File: config.mk
export PLATFORM = sky130hd
export DESIGN_NAME = rle_compress_flat
export DESIGN_NICKNAME = d
export VERILOG_FILES = /design/src/rtl/rle_compress_if.sv /design/src/rtl/rle_compress.sv /design/src/flat_wrapper.sv
export SDC_FILE = /design/constraint.sdc
export NUM_CORES = 1
export LEC_CHECK = 0
export BUFFER_PORTS_ARGS = -buffer_cell sky130_fd_sc_hd__buf_2
export CORE_ASPECT_RATIO = 1.75
export CORE_MARGIN = 10
export CORE_UTILIZATION = 40
export DETAILED_ROUTE_END_ITERATION = 12
export GPL_ROUTABILITY_DRIVEN = 1
export GPL_TIMING_DRIVEN = 0
export PLACE_DENSITY = 0.64
export SETUP_SLACK_MARGIN = 0.2
export SYNTH_ARGS = -nofsm -noshare
export SYNTH_HDL_FRONTEND = slang
export SYNTH_SLANG_ARGS = --single-unit
File: constraint.sdc
create_clock -name clk -period 6.7 [get_ports clk]
set_input_delay 2.01 -clock clk [delete_from_list [all_inputs] [get_ports clk]]
set_output_delay 2.01 -clock clk [all_outputs]
set_load 0.02 [all_outputs]
File: src/rtl/rle_compress_if.sv
// Word-in / run-length-out streaming bus for the bit-serial run-length encoder.
interface rle_compress_if;
    logic [15:0] in_data;
    logic        in_valid;
    logic        in_last;
    logic        in_ready;
    logic [15:0] out_data;
    logic        out_valid;
    logic        out_last;
    logic        out_ready;

    modport master (
        output in_data, in_valid, in_last, out_ready,
        input  in_ready, out_data, out_valid, out_last
    );

    modport slave (
        input  in_data, in_valid, in_last, out_ready,
        output in_ready, out_data, out_valid, out_last
    );
endinterface

File: src/rtl/rle_compress.sv
// Bit-serial run-length encoder: scans 16-bit words LSB first and emits
// alternating 0-run / 1-run lengths, always starting with a run of 0s.
//
// state | meaning
// IDLE  | waiting for a word; in_ready high
// SHIFT | examining one bit per cycle from shreg
// SAT   | run hit 16'hFFFF; emitting the zero-length opposite-digit run
// FLUSH | stream ended; emitting the final run with out_last
module rle_compress (
    input  logic          clk,
    input  logic          rst,
    rle_compress_if.slave bus
);
    typedef enum logic [1:0] {IDLE, SHIFT, SAT, FLUSH} state_t;

    state_t      state, state_n;
    logic [15:0] shreg, shreg_n;
    logic [3:0]  bitcnt, bitcnt_n;
    logic        last_q, last_n;
    logic        cur, cur_n;
    logic [15:0] run_len, run_n;

    logic [15:0] out_data_q;
    logic        out_valid_q;
    logic        out_last_q;

    logic        slot_free;
    logic        bit_b;
    logic        adv;
    logic        emit;
    logic [15:0] emit_data;
    logic        emit_last;

    assign slot_free    = !out_valid_q || bus.out_ready;
    assign bit_b        = shreg[bitcnt];
    assign bus.in_ready = (state == IDLE);
    assign bus.out_data  = out_data_q;
    assign bus.out_valid = out_valid_q;
    assign bus.out_last  = out_last_q;

    always_comb begin
        state_n   = state;
        shreg_n   = shreg;
        bitcnt_n  = bitcnt;
        last_n    = last_q;
        cur_n     = cur;
        run_n     = run_len;
        adv       = 1'b0;
        emit      = 1'b0;
        emit_data = '0;
        emit_last = 1'b0;

        case (state)
            IDLE: begin
                if (bus.in_valid) begin
                    shreg_n  = bus.in_data;
                    last_n   = bus.in_last;
                    bitcnt_n = '0;
                    state_n  = SHIFT;
                end
            end
            SHIFT: begin
                if (bit_b == cur && run_len != 16'hFFFF) begin
                    run_n = run_len + 16'd1;
                    adv   = 1'b1;
                end else if (slot_free) begin
                    emit = 1'b1;
                    if (bit_b == cur) begin
                        // bit is not consumed; it is re-examined after SAT
                        emit_data = 16'hFFFF;
                        state_n   = SAT;
                    end else begin
                        emit_data = run_len;
                        cur_n     = ~cur;
                        run_n     = 16'd1;
                        adv       = 1'b1;
                    end
                end
            end
            SAT: begin
                if (slot_free) begin
                    emit      = 1'b1;
                    emit_data = '0;
                    run_n     = '0;
                    state_n   = SHIFT;
                end
            end
            FLUSH: begin
                if (slot_free) begin
                    emit      = 1'b1;
                    emit_data = run_len;
                    emit_last = 1'b1;
                    cur_n     = 1'b0;
                    run_n     = '0;
                    state_n   = IDLE;
                end
            end
            default: state_n = IDLE;
        endcase

        if (adv) begin
            bitcnt_n = bitcnt + 4'd1;
            if (bitcnt == 4'd15)
                state_n = last_q ? FLUSH : IDLE;
        end
    end

    always_ff @(posedge clk or posedge rst) begin
        if (rst) begin
            state       <= IDLE;
            shreg       <= '0;
            bitcnt      <= '0;
            last_q      <= 1'b0;
            cur         <= 1'b0;
            run_len     <= '0;
            out_data_q  <= '0;
            out_valid_q <= 1'b0;
            out_last_q  <= 1'b0;
        end else begin
            state   <= state_n;
            shreg   <= shreg_n;
            bitcnt  <= bitcnt_n;
            last_q  <= last_n;
            cur     <= cur_n;
            run_len <= run_n;
            if (emit) begin
                out_valid_q <= 1'b1;
                out_data_q  <= emit_data;
                out_last_q  <= emit_last;
            end else if (bus.out_ready) begin
                out_valid_q <= 1'b0;
            end
        end
    end
endmodule

File: src/flat_wrapper.sv
// flat-port wrapper written by rule: the top's interface ports become plain ports
module rle_compress_flat 
  (clk, rst, bus_in_data, bus_in_valid, bus_in_last, bus_out_ready, bus_in_ready, bus_out_data, bus_out_valid, bus_out_last);
  rle_compress_if bus_i ();
  input  logic clk;
  input  logic rst;
  input wire logic [$bits(bus_i.in_data)-1:0] bus_in_data;
  input wire logic [$bits(bus_i.in_valid)-1:0] bus_in_valid;
  input wire logic [$bits(bus_i.in_last)-1:0] bus_in_last;
  input wire logic [$bits(bus_i.out_ready)-1:0] bus_out_ready;
  output wire logic [$bits(bus_i.in_ready)-1:0] bus_in_ready;
  output wire logic [$bits(bus_i.out_data)-1:0] bus_out_data;
  output wire logic [$bits(bus_i.out_valid)-1:0] bus_out_valid;
  output wire logic [$bits(bus_i.out_last)-1:0] bus_out_last;
  assign bus_i.in_data = bus_in_data;
  assign bus_i.in_valid = bus_in_valid;
  assign bus_i.in_last = bus_in_last;
  assign bus_i.out_ready = bus_out_ready;
  assign bus_in_ready = bus_i.in_ready;
  assign bus_out_data = bus_i.out_data;
  assign bus_out_valid = bus_i.out_valid;
  assign bus_out_last = bus_i.out_last;
  rle_compress u_core (.clk(clk), .rst(rst), .bus(bus_i));
endmodule
==> flow_summary_export.csv <==
group,metric,value,unit
sta,setup_tns,0,ns
placement,port_buffers,39,
drt,avgViaCountPerCell,5.39,
worst_setup_path,start_kind,"input port",
sta,worstMarginPinSlew,0.984,ns
final_layout,area_growth,21.5,%
final_layout,final_nets,346,
grt,grt_overflow_total,0,
sta,post-route-period-util,50.7,%
yosys,syn_area,2740,um^2
clock_tree,cts_resized,0,
yosys,synth_edf_count,0,
run_status,status,"finished clean",
drt,routedWlPerCell,15.3,um
clock_tree,cts_tree,"yes",
clock_tree,numClockSinks,58,
drt,drtPass1Iterations,4,
final_layout,fillers,646,
yosys,syn-num-nets,295,
pwr,comb_power_share,47.6,%
sta,skew,0.00718,ns
grt,grt_max_degree,32,
sta,min_period,3.40,ns
drt,postRouteAntennaNets,0,
floorplanning,pin_count,40,
sta,rsz0062_at_grt,"no",
pwr,powerDensity,545,nW/um^2
yosys,yosysWarnings,0,
pwr,clockPowerShare,22.6,%
clock_tree,postCtsSetupBuffers,0,
pwr,p_leak,1.67,nW
sta,fmax,294,MHz
floorplanning,die_h,130,um
sta,finalMaxSlewViolations,0,
worst_hold_path,worstHoldPathType,"flip-flop to flip-flop",
clock_tree,clock_path_buffers,2,
grt,track_usage,12.5,%
floorplanning,start_util,41.7,%
clock_tree,cts_made_buffers,9,
worst_setup_path,cp_max_fo,10,
pwr,p_int,0.00105,W
grt,antenna_found_initial,0,
worst_setup_path,required,6.96,ns
worst_setup_path,crit_type,"input port to flip-flop",
clock_tree,clk_pin_slew_worst_paths,0.05,ns
final_layout,multi_input_comb_area,1230,um^2
floorplanning,die-area,10700,um^2
worst_setup_path,crit_arrival,3.66,ns
drt,drtIter0Drc,135,
drt,routed_wl,6250,um
yosys,ys_ff_latch,58,
grt,grt_pass1_wl,10600,um
yosys,async_flop_share,100,%
pwr,p_sw,0.000765,W
clock_tree,hold_buffers,0,
clock_tree,cts.htree.levels,3,
pwr,switching_share,42.2,%
floorplanning,core,6590,um^2
placement,post-dp-hpwl,4700,um
final_layout,final_cell_area,3330,um^2
placement,gp_congestion,0.906,
final_layout,diodes,0,
sta,hold_viol,0,
sta,slew_headroom,33.8,%
yosys,syn_inst,272,
yosys,syn_avg_cell_area,10.1,um^2
placement,placed_cell_area,3060,um^2
clock_tree,worstSkewPairLatency,0.32,ns
floorplanning,fp.dieW,82.6,um
sta,final-setup-viol-count,0,
yosys,synth-main-ff-cell,"dfrtp_1",
final_layout,drive_gt1_share,20.8,%
clock_tree,cts_root_buf,"clkbuf_16",
pwr,ir_drop,0.230,mV
final_layout,final_common_cell,"nand2_1",
pwr,seqPwrFrac,29.8,%
yosys,yosysUniqueCellTypes,42,
yosys,synth-seq-area-share,52.9,%
flow_run,maxCapViolations,0,
final_layout,ff_latch_area,1450,um^2
worst_setup_path,end_kind,"flip-flop",
final_layout,final_cell_mix,"nand2_1 (63), dfrtp_1 (58), buf_2 (43)",
floorplanning,row_count,39,
drt,drc_errors,0,
grt,grt_pass1_vias,2291,
drt,route.vias.total,2206,
-- worst max-delay path: stages --
cell	delay [ns]
buf_2	0.10
nor2b_1	0.34
nor2_1	0.11
a21boi_1	0.57
buf_2	0.35
a22o_1	0.16
-- path summary, 6_finish.rpt --
path | start | to | slack [ns] | cells past startpoint
setup / recovery | bus_out_ready | u_core.bus.out_data[14]$_DFFE_PP0P_ | 3.30 | 6
hold / removal | u_core.shreg[13]$_DFFE_PP0P_ | u_core.shreg[13]$_DFFE_PP0P_ | 0.47 | 2
setup reg to reg | u_core.run_len[0]$_DFFE_PP0P_ | u_core.bitcnt[3]$_DFFE_PP0P_ | 3.58 | 7
hold reg to reg | u_core.shreg[13]$_DFFE_PP0P_ | u_core.shreg[13]$_DFFE_PP0P_ | 0.47 | 2
max in group asynchronous | rst | u_core.bus.out_data[15]$_DFFE_PP0P_ | 4.36 | 3
min in group asynchronous | rst | u_core.shreg[6]$_DFFE_PP0P_ | 1.77 | 2
-- cells by family after synthesis --
| family | after synthesis | share of synthesized area (%) |
|---|---|---|
| simple gates | 121 | 20.0 |
| flops | 58 | 52.9 |
| compound gates | 54 | 14.5 |
| mux | 17 | 7.43 |
| buf+inv | 14 | 2.37 |
| xor+xnor | 6 | 1.92 |
| fa+ha+maj | 2 | 0.912 |
-- power groups by stage --
| stage | registers [W] | logic (W) | clock network, W |
|---|---|---|---|
| after floorplan | 0.000550 | 0.000632 | 0 |
| after detailed placement | 0.000547 | 0.000871 | 0 |
| final | 0.000541 | 0.000865 | 0.000410 |
| after CTS | 0.000542 | 0.000875 | 0.000421 |
| after global placement | 0.000544 | 0.000860 | 0 |
| after global routing | 0.000557 | 0.000959 | 0.000440 |
-- synth_stat cells (all sizes together) (4+ instances only) --
master / n / area (um^2)
nand2: 63 / 236
dfrtp: 58 / 1450
a22o: 20 / 175
nor2: 16 / 62.6
mux2i: 11 / 110
a21oi: 9 / 45.0
nand3: 9 / 45.0
o21ai: 9 / 45.0
nand4: 6 / 37.5
buf: 5 / 31.3
inv: 5 / 18.8
nor3: 5 / 25.0
and3: 4 / 25.0
clkbuf: 4 / 15.0
mux2: 4 / 48.8
o21a: 4 / 30.0
xor2: 4 / 35.0
-- routing by layer --
metal  global-route usage (%)  up-vias  wire length, um
li1                         -     1070                -
met1                     13.4     1049             2410
met2                     21.5       69             3290
met3                     3.32       18              337
met4                     6.92        0              208
met5                        0        -                0
-- layout make-up --
| type | instances | share of cell area, % |
|---|---|---|
| buffer | 9 | 1.39 |
| clock buffer | 12 | 7.70 |
| clock inverter | 3 | 0.450 |
| inverter | 5 | 0.563 |
| multi-input combinational | 200 | 36.8 |
| sequential | 58 | 43.5 |
| tap | 82 | 3.08 |
| timing repair buffer | 40 | 6.46 |
-- registers in the layout (all words and copies together), names as in the netlist --
| register | cells |
|---|---|
| u_core.bitcnt | 4 |
| u_core.last_q | 1 |
| u_core.bus.out_valid | 1 |
| u_core.bus.out_last | 1 |
| u_core.shreg | 16 |
| u_core.run_len | 16 |
| u_core.bus.out_data | 16 |
| u_core.state | 2 |
| u_core.cur | 1 |
-- per-stage QoR --
step,cells,setup slack [ns],util [%],total power [W],hold slack (ns)
after floorplan,272,3.26,-,0.00118,0.445
after global placement,393,2.48,46.2,0.00140,0.458
after detailed placement,394,2.90,46.5,0.00142,0.461
after CTS,409,3.24,50.6,0.00184,0.473
after global routing,409,3.11,50.6,0.00196,0.500
final,409,3.30,50.6,0.00182,0.470
(Power assumes the default switching activity.)
